--- config.mk ---
export PLATFORM = sky130hd
export DESIGN_NAME = bitrev_reorder_buffer_flat
export DESIGN_NICKNAME = d
export VERILOG_FILES = /design/src/rtl/fft_pkg.sv /design/src/rtl/bitrev_reorder_buffer_if.sv /design/src/rtl/bit_reverse_index.sv /design/src/rtl/bitrev_reorder_buffer.sv /design/src/flat_wrapper.sv
export SDC_FILE = /design/constraint.sdc
export NUM_CORES = 2
export LEC_CHECK = 0
export CELL_PAD_IN_SITES_DETAIL_PLACEMENT = 1
export CELL_PAD_IN_SITES_GLOBAL_PLACEMENT = 1
export CORE_ASPECT_RATIO = 1.25
export CORE_MARGIN = 2
export CORE_UTILIZATION = 57
export DETAILED_ROUTE_END_ITERATION = 6
export PLACE_DENSITY = 0.81
export SYNTH_ARGS = -nofsm -noshare
export SYNTH_HDL_FRONTEND = slang
export SYNTH_SLANG_ARGS = --single-unit
--- constraint.sdc ---
create_clock -name clk -period 6.74 [get_ports clk]
set_clock_uncertainty 0.05 [all_clocks]
set_input_delay 1.348 -clock clk [delete_from_list [all_inputs] [get_ports clk]]
set_output_delay 1.348 -clock clk [all_outputs]
set_load 0.03 [all_outputs]
--- src/rtl/fft_pkg.sv ---
// Shared constants and types for the 128-point FFT input reorder stage.
package fft_pkg;
    localparam int LOG2N  = 7;
    localparam int N      = 1 << LOG2N;
    localparam int DATA_W = 16;

    typedef logic [LOG2N-1:0] addr_t;

    localparam addr_t ADDR_ZERO = addr_t'(0);
    localparam addr_t ADDR_ONE  = addr_t'(1);
    localparam addr_t ADDR_LAST = addr_t'(N - 1);

    typedef enum logic [1:0] {
        IDLE  = 2'd0,
        FILL  = 2'd1,
        DRAIN = 2'd2
    } state_t;
endpackage

--- src/rtl/bitrev_reorder_buffer_if.sv ---
// Streaming sample bus: natural-order samples in, bit-reversed-order samples out.
interface bitrev_reorder_buffer_if;
    import fft_pkg::*;

    logic [DATA_W-1:0] in_re;
    logic [DATA_W-1:0] in_im;
    logic              in_valid;
    logic              in_ready;
    logic [DATA_W-1:0] out_re;
    logic [DATA_W-1:0] out_im;
    logic              out_valid;
    logic              out_ready;
    logic              out_last;
    logic [LOG2N-1:0]  out_index;

    modport master (
        output in_re, in_im, in_valid, out_ready,
        input  in_ready, out_re, out_im, out_valid, out_last, out_index
    );

    modport slave (
        input  in_re, in_im, in_valid, out_ready,
        output in_ready, out_re, out_im, out_valid, out_last, out_index
    );
endinterface

--- src/rtl/bit_reverse_index.sv ---
// Combinational address mirror: bit i of the input lands on bit LOG2N-1-i.
module bit_reverse_index #(
    parameter int LOG2N = 7
) (
    input  logic [LOG2N-1:0] idx_i,
    output logic [LOG2N-1:0] idx_o
);
    // Mirror the address bits
    always_comb begin
        idx_o = {LOG2N{1'b0}};
        for (int i = 0; i < LOG2N; i++) begin
            idx_o[i] = idx_i[LOG2N-1-i];
        end
    end
endmodule

--- src/rtl/bitrev_reorder_buffer.sv ---
// Single-frame reorder buffer: samples are written at bit-reversed addresses during
// FILL and read back in linear order during DRAIN.
module bitrev_reorder_buffer
    import fft_pkg::*;
(
    input  logic                  clk,
    input  logic                  rst,
    input  logic                  start,
    output logic                  busy,
    output logic                  frame_done,
    bitrev_reorder_buffer_if.slave bus
);
    state_t state_q, state_d;
    addr_t  wr_cnt_q, wr_cnt_d;
    addr_t  rd_cnt_q, rd_cnt_d;
    addr_t  wr_addr_s;
    logic   wr_en_s;
    logic   in_ready_q, in_ready_d;
    logic   out_valid_q, out_valid_d;
    logic   out_last_q, out_last_d;
    logic   busy_q, busy_d;
    logic   frame_done_q, frame_done_d;

    logic [2*DATA_W-1:0] mem_q [N];

    bit_reverse_index #(.LOG2N(LOG2N)) u_wr_rev (
        .idx_i (wr_cnt_q),
        .idx_o (wr_addr_s)
    );

    // Sequencer next state; status outputs are decoded from the next state so they register cleanly
    always_comb begin
        state_d      = state_q;
        wr_cnt_d     = wr_cnt_q;
        rd_cnt_d     = rd_cnt_q;
        wr_en_s      = 1'b0;
        frame_done_d = 1'b0;
        case (state_q)
            IDLE: begin
                if (start) begin
                    state_d  = FILL;
                    wr_cnt_d = ADDR_ZERO;
                end else begin
                    state_d  = IDLE;
                end
            end
            FILL: begin
                if (bus.in_valid && in_ready_q) begin
                    wr_en_s  = 1'b1;
                    wr_cnt_d = wr_cnt_q + ADDR_ONE;
                    if (wr_cnt_q == ADDR_LAST) begin
                        state_d  = DRAIN;
                        rd_cnt_d = ADDR_ZERO;
                    end else begin
                        state_d  = FILL;
                    end
                end else begin
                    state_d = FILL;
                end
            end
            DRAIN: begin
                if (bus.out_ready && out_valid_q) begin
                    rd_cnt_d = rd_cnt_q + ADDR_ONE;
                    if (rd_cnt_q == ADDR_LAST) begin
                        state_d      = IDLE;
                        frame_done_d = 1'b1;
                    end else begin
                        state_d = DRAIN;
                    end
                end else begin
                    state_d = DRAIN;
                end
            end
            default: begin
                state_d  = IDLE;
                wr_cnt_d = ADDR_ZERO;
                rd_cnt_d = ADDR_ZERO;
            end
        endcase
        in_ready_d  = (state_d == FILL);
        out_valid_d = (state_d == DRAIN);
        out_last_d  = (state_d == DRAIN) && (rd_cnt_d == ADDR_LAST);
        busy_d      = (state_d != IDLE);
    end

    // State, counters and registered status outputs
    always_ff @(posedge clk or negedge rst) begin
        if (!rst) begin
            state_q      <= IDLE;
            wr_cnt_q     <= ADDR_ZERO;
            rd_cnt_q     <= ADDR_ZERO;
            in_ready_q   <= 1'b0;
            out_valid_q  <= 1'b0;
            out_last_q   <= 1'b0;
            busy_q       <= 1'b0;
            frame_done_q <= 1'b0;
        end else begin
            state_q      <= state_d;
            wr_cnt_q     <= wr_cnt_d;
            rd_cnt_q     <= rd_cnt_d;
            in_ready_q   <= in_ready_d;
            out_valid_q  <= out_valid_d;
            out_last_q   <= out_last_d;
            busy_q       <= busy_d;
            frame_done_q <= frame_done_d;
        end
    end

    // Frame storage; deliberately not reset, a new frame overwrites every entry
    always_ff @(posedge clk) begin
        if (wr_en_s) begin
            mem_q[wr_addr_s] <= {bus.in_re, bus.in_im};
        end
    end

    assign bus.in_ready             = in_ready_q;
    assign bus.out_valid            = out_valid_q;
    assign bus.out_last             = out_last_q;
    assign bus.out_index            = rd_cnt_q;
    assign {bus.out_re, bus.out_im} = mem_q[rd_cnt_q];
    assign busy                     = busy_q;
    assign frame_done               = frame_done_q;
endmodule

--- src/flat_wrapper.sv ---
// flat-port wrapper written by rule: the top's interface ports become plain ports
module bitrev_reorder_buffer_flat import fft_pkg::*;
  (clk, rst, start, busy, frame_done, bus_in_re, bus_in_im, bus_in_valid, bus_out_ready, bus_in_ready, bus_out_re, bus_out_im, bus_out_valid, bus_out_last, bus_out_index);
  bitrev_reorder_buffer_if bus_i ();
  input  logic clk;
  input  logic rst;
  input  logic start;
  output logic busy;
  output logic frame_done;
  input wire logic [$bits(bus_i.in_re)-1:0] bus_in_re;
  input wire logic [$bits(bus_i.in_im)-1:0] bus_in_im;
  input wire logic [$bits(bus_i.in_valid)-1:0] bus_in_valid;
  input wire logic [$bits(bus_i.out_ready)-1:0] bus_out_ready;
  output wire logic [$bits(bus_i.in_ready)-1:0] bus_in_ready;
  output wire logic [$bits(bus_i.out_re)-1:0] bus_out_re;
  output wire logic [$bits(bus_i.out_im)-1:0] bus_out_im;
  output wire logic [$bits(bus_i.out_valid)-1:0] bus_out_valid;
  output wire logic [$bits(bus_i.out_last)-1:0] bus_out_last;
  output wire logic [$bits(bus_i.out_index)-1:0] bus_out_index;
  assign bus_i.in_re = bus_in_re;
  assign bus_i.in_im = bus_in_im;
  assign bus_i.in_valid = bus_in_valid;
  assign bus_i.out_ready = bus_out_ready;
  assign bus_in_ready = bus_i.in_ready;
  assign bus_out_re = bus_i.out_re;
  assign bus_out_im = bus_i.out_im;
  assign bus_out_valid = bus_i.out_valid;
  assign bus_out_last = bus_i.out_last;
  assign bus_out_index = bus_i.out_index;
  bitrev_reorder_buffer u_core (.clk(clk), .rst(rst), .start(start), .busy(busy), .frame_done(frame_done), .bus(bus_i));
endmodule
[After elaboration in Yosys (flattened, before gate mapping)]
Memories as Yosys holds them, arrays and structs flattened.
Cells that the tools add are included.
Word-level totals
  memory bits (writable): 4096
  flip-flop bits (word level): 21
  logic and storage cells: 47
  memories: 1
  input bits: 37
Memory list
  u_core.mem_q: depth 128, width 32, rd ports 1, clocked after Yosys merged registers in 0, wr ports 1, RTL line bitrev_reorder_buffer.sv:24  | logic [2*DATA_W-1:0] mem_q [N];
Operators by class
  bitwise operators: 1
  add/sub/neg operators: 2
  eq/ne operators: 9
  reduce and logical (&&, ||, !) cells: 6
  multiplexer cells: 20
Operators with widths (number)
  $pmux 7 s3: 2
  $mux 7: 5
  $eq 7x7->1 const B: 3
  $add 7x1->7 const B: 2
  $mux 1: 8
  $mux 2: 4
  $pmux 2 s3: 1
  $eq 2x1->1 const B: 2
  $eq 2x2->1 const B: 2
  $logic_and 1x1->1: 3
  $reduce_and 3->1: 1
  $logic_not 2->1: 1
  $ne 2x1->1 const B: 1
  $ne 2x2->1 const B: 1
  $reduce_bool 2->1: 1
  $not 1->1: 1

[Logic depth before layout (Yosys ltp)]
  depth after elaboration: 6
  mapped depth: 10
  depth with buffers taken out: 6

[Hierarchy]
A second synthesis with hierarchy kept.
Second synthesis, totals
  cell total of the unflattened synthesis: 7150
  area, all modules: 157599.9 um^2
By module, submodules not included
  bitrev_reorder_buffer: area an instance 157547.4 um^2, instances 1, cells an instance 7143
  bit_reverse_index: area an instance 52.6 um^2, instances 1, cells an instance 7

[Least setup slack after synthesis]
OpenSTA, ideal clock, no wires.
  path kind: input port to flip-flop
  start: in bus_in_valid
  end: mem u_core.mem_q[80][0] (netlist bit) (enable)
  path slack: 0.886 ns
  stages on the path: 5
  arrival: 5.302 ns
  setup time: 0.502 ns
  buffers on the path: 1
  cells stage by stage: nand3_1 clkbuf_1 nor2_1 nand3_1 nor4_1
On the way
  cells in the longest elaborated chain, start to end: 5
RTL lines
  start: declaration: RTL line flat_wrapper.sv:12  | input wire logic [$bits(bus_i.in_valid)-1:0] bus_in_valid;
  $logic_and 1x1->1: RTL line bitrev_reorder_buffer.sv:48  | if (bus.in_valid && in_ready_q) begin
  $mux 1: RTL line bitrev_reorder_buffer.sv:48
  $mux 1: RTL line bitrev_reorder_buffer.sv:38  | case (state_q)
  $mux 1: RTL line bitrev_reorder_buffer.sv:111  | if (wr_en_s) begin
  $mux 1 (implied by the code): RTL line bitrev_reorder_buffer.sv:112  | mem_q[wr_addr_s] <= {bus.in_re, bus.in_im};
  end: declaration: RTL line bitrev_reorder_buffer.sv:24
No other way between the ends.

[Worst setup path after layout]
  start: reg u_core.rd_cnt_q[1], in the netlist u_core.bus.out_index[1]
  end: out bus_out_im[7]
On the way
  cells in the longest elaborated chain, start to end: 1
RTL lines
  start: declaration: RTL line bitrev_reorder_buffer.sv:15  | addr_t rd_cnt_q, rd_cnt_d;
  start signal: assignment: RTL line bitrev_reorder_buffer.sv:100  | rd_cnt_q <= rd_cnt_d;
  $mem_v2 128x32
  end: declaration: RTL line flat_wrapper.sv:16  | output wire logic [$bits(bus_i.out_im)-1:0] bus_out_im;
No other way between the ends.

==> impl_metrics.yaml <==
yosys:
  ys_seq_area_share_pct: 78.6
  synth_area_mm2: 0.157
  synth_area_leaders: "edfxtp_1 78%, mux4_2 15%, a22oi_1 1.6%, mux2i_1 0.59%, buf_2 0.43%"
  synth_top_cell_by_area: "edfxtp_1"
  avgSynthCellArea_um2: 23.4
  yosysMostFrequentCell: "edfxtp_1"
  syn_nets: 6754
  ys_types: 53
  async_flop_share_pct: 0.510
  synth_top_cell_area_share_pct: 78.3
  synth_edf_count: 4096
  synthTopCellsByCount: "4,096 x edfxtp_1, 1,045 x mux4_2, 341 x a22oi_1"
  synth-seq-cells: 4117
  synthFlopType: "edfxtp_1"
  yosysWarningCount: 0
  synth_cells: 6712
timing:
  timing.setup.tns_ns: -2.33
  finalCritPeriodShare_pct: 105
  max_freq_mhz: 142
  slew-limit-headroom_pct: -4.86
  worst_pin_slew_ns: 1.56
  finalSetupViolations: 17
  setup_slack_ns: -0.325
  holdWs_ns: 0.705
  rsz0062_at_grt: "false"
  period_needed_ns: 7.07
  hold_violations: 0
  slew_violations: 3
power_and_ir_drop:
  power.total_mw: 68.8
  p_per_area_mw_per_mm2: 388
  peakVddDrop_mv: 0.368
  power_leakage_nw: 54.7
routing:
  postRouteAntennaNets: 0
  route.detailed.drc: 10
  drt-initial-drc-count: 17805
  wl_met3_mm: 80.1
  wl_mm: 560
  wl_per_cell_um: 50.4
  first_pass_iters: 7
  vias_per_cell: 7.92
  vias: 88049
  wl_met2_mm: 259
  top_layer: "met5"
  drt-met1-wl_mm: 167
die:
  die_w_um: 474
  core_area_mm2: 0.274
  rows: 215
  dieArea_mm2: 0.280
  pin_count: 81
  die_h_um: 591
  initial_utilization_pct: 57.3
cells_and_area:
  stdcell_count: 11112
  nets: 7228
  fillCellCount: 21308
  drive_gt1_share_pct: 30.7
  area_delta_synth_final_pct: 12.8
  utilization_pct: 64.6
  postLayoutCellArea_mm2: 0.177
placed_design:
  place_congestion: 0.925
  dp_hpwl_mm: 291
  dp.cells: 10376
  post_dp_cell_area_mm2: 0.165
  post-place-ws_ns: 0.399
  numPortBuffers: 80
critical_path:
  slowest_stage: "a22oi_1"
  path_max_fanout: 50
  path_delay_family: "compound AO/OA/AOI/OAI gates"
  worstPathCellList: "buf_12 > buf_12 > buf_4 > mux4_2 > mux2i_1 > o221ai_1 > a21oi_1 > a22oi_1 > buf_12"
  cp.buffers_inverters: 4
  cpPeakStageDelay_ns: 1.03
  worstSetupPathType: "reg -> out"
  endpoint_kind: "output port"
  cp_common_cell: "buf_12"
  cp.required_ns: 5.34
  startpoint_type: "flip-flop"
  cp.arrival_ns: 5.67
clocking:
  cts-root-buf: "clkbuf_16"
  htreeDepth: 5
  clock_latency_ns: 1.02
  clockBufferDepth: 4
  cts_sinks: 4117
  tritoncts: "done"
  clk_pin_slew_ns: 0.07
  cts_inserted_buffers: 380
grt:
  gr-total-overflow: 0
  grtUsageTotal_pct: 40.4
  grt_max_degree: 87
  grt_pass1_wl_mm: 764
  grt_antenna_before_repair: 56
  grt_pass1_vias: 86692
run_status:
  failed_checks: "design-rule violations, max-capacitance violations, max-slew violations, negative setup slack"
  outcome: "finished, violations left"
min_path:
  hp-class: "reg -> reg"
job:
  maxCapViolCount: 1
[timing repair]
item	CTS	global route
hold buffers	0	0
pin swaps	0	3
setup buffers	6	1
resized for setup	27	9
endpoints found under the hold margin	0	0
setup endpoints to repair	15	9
[cells by family (layout without fill, tap and decap cells)]
kind of cell	count (synthesis)	in the layout	share of synthesized area (%)
other	0	36	0
buffers and inverters	401	1185	1.44
DFF	4117	4117	78.6
AOI/OAI and AO/OA	654	654	3.19
muxes	1146	1146	15.6
adders and majority gates	5	5	0.0398
and+or+nand+nor	383	383	1.09
xor gates and xnor gates	6	6	0.0334
[final cells by class]
cell class / instances / area (um2) / area share [%]
antenna: 36 / 90.1 / 0.0508
clock buffer: 476 / 10000 / 5.66
clock inverter: 216 / 2170 / 1.23
inverter: 6 / 22.5 / 0.0127
multi-input combinational: 2194 / 32600 / 18.4
sequential: 4117 / 124000 / 69.7
tap: 3580 / 4480 / 2.53
timing repair buffer: 487 / 4330 / 2.44
[power by group]
| part | switching (mW) | total [mW] | internal (mW) | leakage, nW |
|---|---|---|---|---|
| Sequential | 0.205 | 28.4 | 28.1 | 37.1 |
| Clock | 10.5 | 22.6 | 12.1 | 5.97 |
| Combinational | 11.8 | 17.8 | 6.07 | 11.6 |
| Total | 22.5 | 68.8 | 46.3 | 54.7 |
[placed cells by master (no fill, tap or decap), types with 16 or more instances in the layout]
master	Yosys	routed
a2111oi_2	27	25
a21oi_1	90	78
a221oi_1	37	29
a221oi_2	22	29
a22oi_1	341	339
buf_12	0	50
buf_4	68	420
bufinv_16	0	38
clkbuf_1	124	87
clkbuf_16	0	387
clkdlybuf4s50_1	0	16
clkinv_1	0	62
clkinv_2	0	79
diode_2	0	36
edfxtp_1	4096	4096
mux2i_1	92	92
mux4_2	1045	1045
nand2_1	88	87
nand3_1	41	38
nor2_1	168	43
nor2_4	0	125
nor3_1	22	18
o21ai_0	42	40
o22ai_1	25	25
o32ai_1	19	18
[path summary, 6_finish.rpt]
kind	to	cells past startpoint	slack (ns)	startpoint
max in group asynchronous	u_core.bus.out_index[4]	2	5.43	rst
worst max register to register	u_core.mem_q[104][0]	7	2.21	u_core.state_q[0]
worst max-delay path	bus_out_im[7]	9	-0.33	u_core.bus.out_index[1]
worst min-delay path	u_core.wr_cnt_q[1]	2	0.70	u_core.wr_cnt_q[1]
worst min register to register	u_core.wr_cnt_q[1]	2	0.70	u_core.wr_cnt_q[1]
min in group asynchronous	u_core.wr_cnt_q[1]	2	0.76	rst
[metal layers]
layer	vias to the layer above	track usage, %
met5	-	0.543
met2	10533	61.0
li1	29962	-
met4	42	30.6
met3	2538	12.8
met1	44974	49.1
[worst min-delay path, stage by stage (launching register included)]
cell and delay (ns):
dfrtp_1 0.47, nand2_1 0.14, o32ai_1 0.10
[registers in the layout (all words and copies together), names as in the netlist]
register	flops
u_core.mem_q	4096
u_core.bus.out_index	7
u_core.wr_cnt_q	7
u_core.state_q	2
u_core.bus.in_ready	1
u_core.bus.out_last	1
u_core.bus.out_valid	1
u_core.busy	1
u_core.frame_done	1
Note: power is estimated with default switching activity, not from simulation.
